`config.mk`:
```
export PLATFORM = sky130hd
export DESIGN_NAME = pc_gen
export DESIGN_NICKNAME = d
export VERILOG_FILES = /design/src/rtl/pc_gen.sv
export SDC_FILE = /design/constraint.sdc
export NUM_CORES = 1
export LEC_CHECK = 0
export CAP_MARGIN = 10
export CORE_MARGIN = 10
export CORE_UTILIZATION = 55
export CTS_CLUSTER_SIZE = 30
export DETAILED_ROUTE_END_ITERATION = 10
export DONT_BUFFER_PORTS = 1
export MAX_ROUTING_LAYER = met4
export PLACE_DENSITY_LB_ADDON = 0.12
export SETUP_SLACK_MARGIN = 0.05
export SLEW_MARGIN = 25
export SYNTH_ARGS = -nofsm -noshare
export SYNTH_HDL_FRONTEND = slang
export SYNTH_SLANG_ARGS = --single-unit
```
`constraint.sdc`:
```
create_clock -name clk -period 3.2 [get_ports clk]
set_clock_uncertainty 0.2 [all_clocks]
set_input_delay 0 -clock clk [delete_from_list [all_inputs] [get_ports clk]]
set_output_delay 0 -clock clk [all_outputs]
set_load 0.03 [all_outputs]
```
`src/rtl/pc_gen.sv`:
```
// Program-counter generator for the rvseed fetch stage: boot delay, fetch handshake,
// trap/branch redirects, halt and misalignment pulse. Optional RVSEED_PC_RVC_EN adds 16-bit steps.
module pc_gen #(
   parameter int                PC_W      = 32,
   parameter logic [PC_W-1:0]   RESET_VEC = '0,
   parameter int                BOOT_DLY  = 2
) (
   input  logic            clk,
   input  logic            rst,
   output logic            fetch_vld,
   input  logic            fetch_rdy,
   output logic [PC_W-1:0] fetch_pc,
   input  logic            br_vld,
   input  logic [PC_W-1:0] br_pc,
   input  logic            trap_vld,
   input  logic [PC_W-1:0] trap_pc,
   input  logic            halt_req,
`ifdef RVSEED_PC_RVC_EN
   input  logic            inst_len16,
`endif
   output logic            misalign_err,
   output logic            halted
);

   typedef enum logic [1:0] {
      ST_BOOT = 2'd0,
      ST_RUN  = 2'd1,
      ST_HALT = 2'd2
   } state_e;

   localparam logic [3:0] BOOT_CNT   = 4'(BOOT_DLY);
   localparam state_e     RESET_ST   = (BOOT_DLY == 0) ? ST_RUN : ST_BOOT;
   localparam logic       RESET_VLD  = (BOOT_DLY == 0);

`ifdef RVSEED_PC_RVC_EN
   localparam logic [PC_W-1:0] ALIGN_MASK = PC_W'(1);
   logic [PC_W-1:0] inc;
   assign inc = inst_len16 ? PC_W'(2) : PC_W'(4);
`else
   localparam logic [PC_W-1:0] ALIGN_MASK = PC_W'(3);
   logic [PC_W-1:0] inc;
   assign inc = PC_W'(4);
`endif

   state_e          state_q, state_d;
   logic [3:0]      cnt_q, cnt_d;
   logic [PC_W-1:0] pc_q, pc_d;
   logic            vld_q, vld_d;
   logic            halted_q, halted_d;
   logic            mis_q, mis_d;

   always_ff @(posedge clk or posedge rst) begin
      if (rst) begin
         state_q  <= RESET_ST;
         cnt_q    <= BOOT_CNT;
         pc_q     <= RESET_VEC;
         vld_q    <= RESET_VLD;
         halted_q <= 1'b0;
         mis_q    <= 1'b0;
      end else begin
         state_q  <= state_d;
         cnt_q    <= cnt_d;
         pc_q     <= pc_d;
         vld_q    <= vld_d;
         halted_q <= halted_d;
         mis_q    <= mis_d;
      end
   end

   always_comb begin
      state_d = state_q;
      cnt_d   = cnt_q;
      pc_d    = pc_q;
      mis_d   = 1'b0;
      unique case (state_q)
         ST_BOOT: begin
            // Redirects and halt are deliberately ignored until the first fetch
            cnt_d = cnt_q - 4'd1;
            if (cnt_q <= 4'd1) begin
               cnt_d   = 4'd0;
               state_d = ST_RUN;
            end
         end
         ST_RUN: begin
            if (trap_vld) begin
               pc_d  = trap_pc & ~ALIGN_MASK;
               mis_d = |(trap_pc & ALIGN_MASK);
            end else if (br_vld) begin
               pc_d  = br_pc & ~ALIGN_MASK;
               mis_d = |(br_pc & ALIGN_MASK);
            end else if (halt_req) begin
               state_d = ST_HALT;
            end else if (fetch_rdy) begin
               // Wraps modulo 2^PC_W by construction
               pc_d = pc_q + inc;
            end
         end
         ST_HALT: begin
            if (trap_vld) begin
               pc_d    = trap_pc & ~ALIGN_MASK;
               mis_d   = |(trap_pc & ALIGN_MASK);
               state_d = ST_RUN;
            end
         end
         default: state_d = RESET_ST;
      endcase
      vld_d    = (state_d == ST_RUN);
      halted_d = (state_d == ST_HALT);
   end

   assign fetch_vld    = vld_q;
   assign fetch_pc     = pc_q;
   assign halted       = halted_q;
   assign misalign_err = mis_q;

endmodule
```
## Word-level counts from Yosys, hierarchy flattened

Cells that the tools add are included.

| word-level totals | value |
|---|---|
| bits in registers | 41 |
| bits in latches | 0 |
| bits in writable memories | 0 |
| bits in read-only memories | 0 |
| input bits | 70 |
| word-level logic and storage cells | 38 |
| memories | 0 |

| cells by class | value |
|---|---|
| add/sub/neg operators | 2 |
| $mul | 0 |
| div/mod/pow operators | 0 |
| magnitude comparators | 1 |
| equal/unequal tests | 7 |
| shift-type cells | 0 |
| muxes and demuxes | 17 |
| bitwise operators | 0 |
| reductions and logical operators | 5 |

Operator list:

| kind | number |
|---|---|
| $mux 32 | 5 |
| $pmux 32 s2 | 1 |
| $add 32x3->32 const B | 1 |
| $mux 2 | 5 |
| $ne 4x4->1 const B | 2 |
| $pmux 2 s3 | 1 |
| $eq 2x1->1 const B | 2 |
| $eq 2x2->1 const B | 2 |
| $le 4x1->1 const B | 1 |
| $mux 4 | 1 |
| $reduce_and 4->1 | 1 |
| $reduce_or 2->1 | 2 |
| $sub 4x1->4 const B | 1 |
| $mux 1 | 3 |
| $logic_not 2->1 | 1 |
| $ne 2x2->1 const B | 1 |
| $pmux 1 s2 | 1 |
| $reduce_bool 2->1 | 1 |

## Longest topological paths before layout

| logic depth | value |
|---|---|
| word-level depth | 6 |
| gate-level depth with buffers | 9 |
| mapped depth without buffers | 7 |

## Least setup slack after synthesis

Ideal clock, no wire load.

| path | value |
|---|---|
| path kind | reg-to-reg |
| start point | register pc_q[11], in the netlist fetch_pc[11] |
| end point | register pc_q[30], in the netlist fetch_pc[30] |
| library setup time | 0.137 ns |
| arrival | 2.194 ns |
| setup slack | 0.669 ns |
| stages on the path, launching flop included | 7 |
| cell sequence | dfrtp_1 > nand4_4 > or4_4 > buf_6 > or3_4 > o31ai_2 > a21oi_1 |

| between the ends | value |
|---|---|
| cells in the longest elaborated chain, start to end | 6 |

Ends and longest elaborated chain:

| item | RTL line | source |
|---|---|---|
| start, declared | 47 | `logic [PC_W-1:0] pc_q, pc_d;` |
| start signal, assigned | 63 | `pc_q <= pc_d;` |
| $add 32x3->32 | 95 | `pc_d = pc_q + inc;` |
| $mux 32 | 93 | `end else if (fetch_rdy) begin` |
| $mux 32 | 91 | `end else if (halt_req) begin` |
| $mux 32 | 88 | `end else if (br_vld) begin` |
| $mux 32 | 85 | `if (trap_vld) begin` |
| $pmux 32 s2 | 75 | `unique case (state_q)` |

Every way passes these cells. The select of a mux whose other input is x is not followed.
A chain may end at the register's enable or synchronous reset.

## Final worst setup path

| path | value |
|---|---|
| start point | register pc_q[13], in the netlist fetch_pc[13] |
| end point | register pc_q[26], in the netlist fetch_pc[26] |

The elaborated chain is that of the path after synthesis.

==> run summary <==
CTS
-------------------------------------------------------------------------------------
Sinks on Clock Net                                                                 39
Reg clk slew, reported paths                                                  0.09 ns
CTS buffer count                                                                    5
Clk buf depth                                                                       2
Clock tree from TritonCTS                                                         yes
Clock root buffer                                                        sky130_fd_sc_hd__clkbuf_8
Clock Latency Late Sink                                                       0.30 ns
Number of H-tree levels                                                             2

SYNTHESIS
-------------------------------------------------------------------------------------
Most used DFF post-synth                                                 sky130_fd_sc_hd__dfrtp_1
Post-synthesis area per instance                                             7.96 um2
Leading cell type by number of instances after synthesis                 sky130_fd_sc_hd__nand2_1
Main combinational cell family by area after synthesis                   simple AND/OR/NAND/NOR gates
List of most frequent post-synthesis cells                               sky130_fd_sc_hd__nand2_1 (46), sky130_fd_sc_hd__dfrtp_1 (38), sky130_fd_sc_hd__a21oi_1 (31), sky130_fd_sc_hd__nor2_1 (31), sky130_fd_sc_hd__o21ai_0 (26)
Synthesized flop and latch total                                                   39
Share of flip-flops with an asynchronous set or reset after synthesis            100%
Number of synthesized flops with an enable pin                                      0
Fraction of synthesized cell area in xor and xnor cells                         5.52%
Number of warnings reported in the yosys synthesis log                              0
Summed instance area of the synthesized netlist                           0.00286 mm2
Yosys top cell by area                                                   sky130_fd_sc_hd__dfrtp_1
Post-synthesis adder-cell area fraction                                         3.06%
Proportion of synthesized chip area in sequential cells                         34.2%
Unique masters post-synth                                                          60
Post-synthesis share of cell area spent on and, or, nand and nor gates          26.7%
Main area contributors after synthesis                                   sky130_fd_sc_hd__dfrtp_1 (33%), sky130_fd_sc_hd__nand2_1 (6.0%), sky130_fd_sc_hd__a21oi_1 (5.4%)
Share of the synthesized area in compound gates (AO/OA/AOI/OAI)                 23.3%
Mux share of post-synthesis cell area                                           1.80%
Post-synth top area share                                                       33.3%
Number of cells produced by synthesis                                             359

LAYOUT
-------------------------------------------------------------------------------------
Post-layout util                                                                74.6%
Number of antenna diodes                                                            0
Footprint of the flip-flops and latches                                       981 um2
Area growth from synthesis to layout                                            32.4%
Ratio of cells with drive above 1 in the final layout                           9.79%
Multi-input gate area                                                     0.00176 mm2
Final Non-Filler Cells                                                            499
Layout net count                                                                  505
Number of filler instances in the final layout                                    412

FLOW RUN
-------------------------------------------------------------------------------------
# Max-Cap Violations                                                                0

POWER
-------------------------------------------------------------------------------------
Power density relative to cell area                                        946 mW/mm2
Internal power                                                                1.78 mW
Switching part of the total power                                               50.3%
Sw power                                                                      1.80 mW
Combinational share of power                                                    50.2%
Clk pwr share                                                                   10.1%
Sequential cell fraction of total power                                         39.7%
Worst voltage drop across the vdd grid                                       0.622 mV
Overall Power                                                                 3.58 mW
Leak                                                                          1.54 nW

FLOORPLAN
-------------------------------------------------------------------------------------
Width of the chip                                                             92.1 um
Full die area                                                             0.00848 mm2
Row count                                                                          26
Initial cell density of the core                                                56.3%
Num ports                                                                         105
Vert. Die Dim                                                                 92.1 um
Core Area                                                                 0.00507 mm2

GLOBAL ROUTE
-------------------------------------------------------------------------------------
Initial antenna violation count                                                     0
Maximum number of pins on one net before global-route repair                       40
Global route total overflow                                                         0
Wire length of the first global-routing pass                                 16300 um
Total Routing Usage GR                                                          23.8%
Via count of the first global-routing pass                                       3158

ROUTE
-------------------------------------------------------------------------------------
Vias per std cell                                                                6.26
First-pass DRT Iterations                                                           5
Number of remaining DRC errors                                                      0
Iteration-0 DRC count of the detailed router                                      211
Final routed wirelength across all metal layers                              10100 um
Via total after detailed routing                                                 3123
DRT antenna net count                                                               0
Average wire per standard cell                                                20.3 um

SETUP PATH
-------------------------------------------------------------------------------------
Crit path max fanout                                                                8
Crit. End Element                                                                flop
Worst reg2reg path depth                                                            6
Endpoint required time on the critical path                                   3.19 ns
Worst Setup Start Kind                                                           flop
CP max stage cell                                                        sky130_fd_sc_hd__dfrtp_1
Arrival time worst endpoint                                                   3.03 ns
CP cell instances                                                        nand4_4, or4_4, or3_4, a21oi_1, nor3_1, dlygate4sd3_1
Max incr delay on CP                                                          0.65 ns
Category of the critical setup timing path                               flop to flop

STA
-------------------------------------------------------------------------------------
Time the worst path needs with I/O delays and setup                           3.03 ns
Relative max-transition margin                                                  28.3%
Number of hold violations in the final report                                       0
Actual slew at the worst max-slew pin                                         1.07 ns
Total negative setup slack                                                       0 ns
Maximum clock frequency                                                       330 MHz
Final critical-path share of the clock period                                   94.8%
RSZ-0062 raised after global routing                                            false
Setup violators final                                                               0
Final count of pins violating max slew                                              0

WORST HOLD PATH
-------------------------------------------------------------------------------------
Class of the tightest hold or removal check                              input port to flop
Number of cells on the worst hold path                                              4

RUN STATUS
-------------------------------------------------------------------------------------
Result of the run                                                        finished, final reports clean

PLACE
-------------------------------------------------------------------------------------
HPWL after detailed placement                                                 6310 um
Placed instance count                                                             417
Port Buf Inserts                                                                    0
Placer Congestion                                                               0.875

power by group through the flow:
stage / sequential [mW] / clock, mW / combinational, mW
6_report: 1.42 / 0.361 / 1.80
5_1_grt: 1.47 / 0.379 / 1.98
4_1_cts: 1.42 / 0.359 / 1.71
3_5_place_dp: 1.43 / 0 / 1.37
3_3_place_gp: 1.42 / 0 / 1.34
2_1_floorplan: 1.39 / 0 / 1.00
flip-flops by register name, indices dropped and copies added, names as in the netlist:
signal        cells
cnt_q             4
fetch_pc         30
fetch_vld         1
halted            1
misalign_err      1
state_q           2
cells in the final DEF, fill, tap and decap left out, types with 4 or more instances in the layout:
cell and instances:
sky130_fd_sc_hd__nand4_1 5, sky130_fd_sc_hd__a21oi_1 31, sky130_fd_sc_hd__nor2_1 30, sky130_fd_sc_hd__xor2_1 8, sky130_fd_sc_hd__dlygate4sd3_1 73, sky130_fd_sc_hd__nand2b_1 4, sky130_fd_sc_hd__a31oi_1 5, sky130_fd_sc_hd__clkbuf_8 6
sky130_fd_sc_hd__inv_1 12, sky130_fd_sc_hd__nand3_1 24, sky130_fd_sc_hd__o21ai_0 26, sky130_fd_sc_hd__ha_1 7, sky130_fd_sc_hd__mux2i_1 4, sky130_fd_sc_hd__nor2b_1 5, sky130_fd_sc_hd__a221oi_1 4, sky130_fd_sc_hd__xnor2_1 10
sky130_fd_sc_hd__dfrtp_1 35, sky130_fd_sc_hd__nand2_1 46, sky130_fd_sc_hd__and3_1 8, sky130_fd_sc_hd__buf_4 11, sky130_fd_sc_hd__nor3_1 8, sky130_fd_sc_hd__o211ai_1 8
final cells by class:
class                      count  share of cell area [%]
clock buffer                   7                    2.28
sequential                    39                    25.9
tap                           70                    2.31
timing repair buffer          85                    21.8
clock inverter                 1                   0.132
multi-input combinational    285                    46.4
inverter                      12                    1.19
cells by family (layout without fill, tap and decap cells):
logic type                 after synthesis  in the layout
AOI/OAI and AO/OA                      104            104
adders and majority gates                7              7
muxes                                    5              5
DFF                                     39             39
other                                    1              2
and+or+nand+nor                        149            149
xor gates and xnor gates                18             18
buffers and inverters                   36            105
critical path: cells and delay by family, from the launching register on:
kind / cells / cell delay [ns]
buffers and inverters: 1 / 0.56
AND/OR/NAND/NOR: 4 / 1.35
AO/OA/AOI/OAI: 1 / 0.16
flip-flops: 1 / 0.65
what timing repair did:
| item | CTS | global route |
|---|---|---|
| gates resized for setup | 0 | 4 |
| setup endpoints to repair | 0 | 16 |
| hold endpoints to repair | 74 | 2 |
| setup buffers | 0 | 0 |
| hold buffers | 70 | 3 |
final timing paths:
check / startpoint / to / slack [ns]
worst max register to register: fetch_pc[13] / fetch_pc[26] / 0.17
worst max-delay path: fetch_pc[13] / fetch_pc[26] / 0.17
worst min-delay path: halt_req / fetch_pc[27] / 0.02
max in group asynchronous: rst / fetch_pc[4] / 2.34
worst min register to register: cnt_q[2] / cnt_q[2] / 0.31
min in group asynchronous: rst / fetch_pc[26] / 0.07
through the flow:
stage / hold WS (ns) / setup WS [ns] / area, um2
2_1_floorplan: -0.0665 / 0.669 / 2860
3_3_place_gp: -0.149 / 0.596 / 2950
3_5_place_dp: -0.149 / 0.553 / 2950
4_1_cts: 0.0191 / 0.129 / 3740
5_1_grt: 0.0477 / 0.0502 / 3780
6_report: 0.0220 / 0.167 / 3780
metal layers:
metal,vias up,GRT usage (%),share of wire (%)
met1,1515,30.0,42
met5,-,-,0
met3,11,6.11,9.8
met4,0,5.66,1.1
li1,1423,-,-
met2,174,37.4,47
Note: power is estimated with default switching activity, not from simulation.
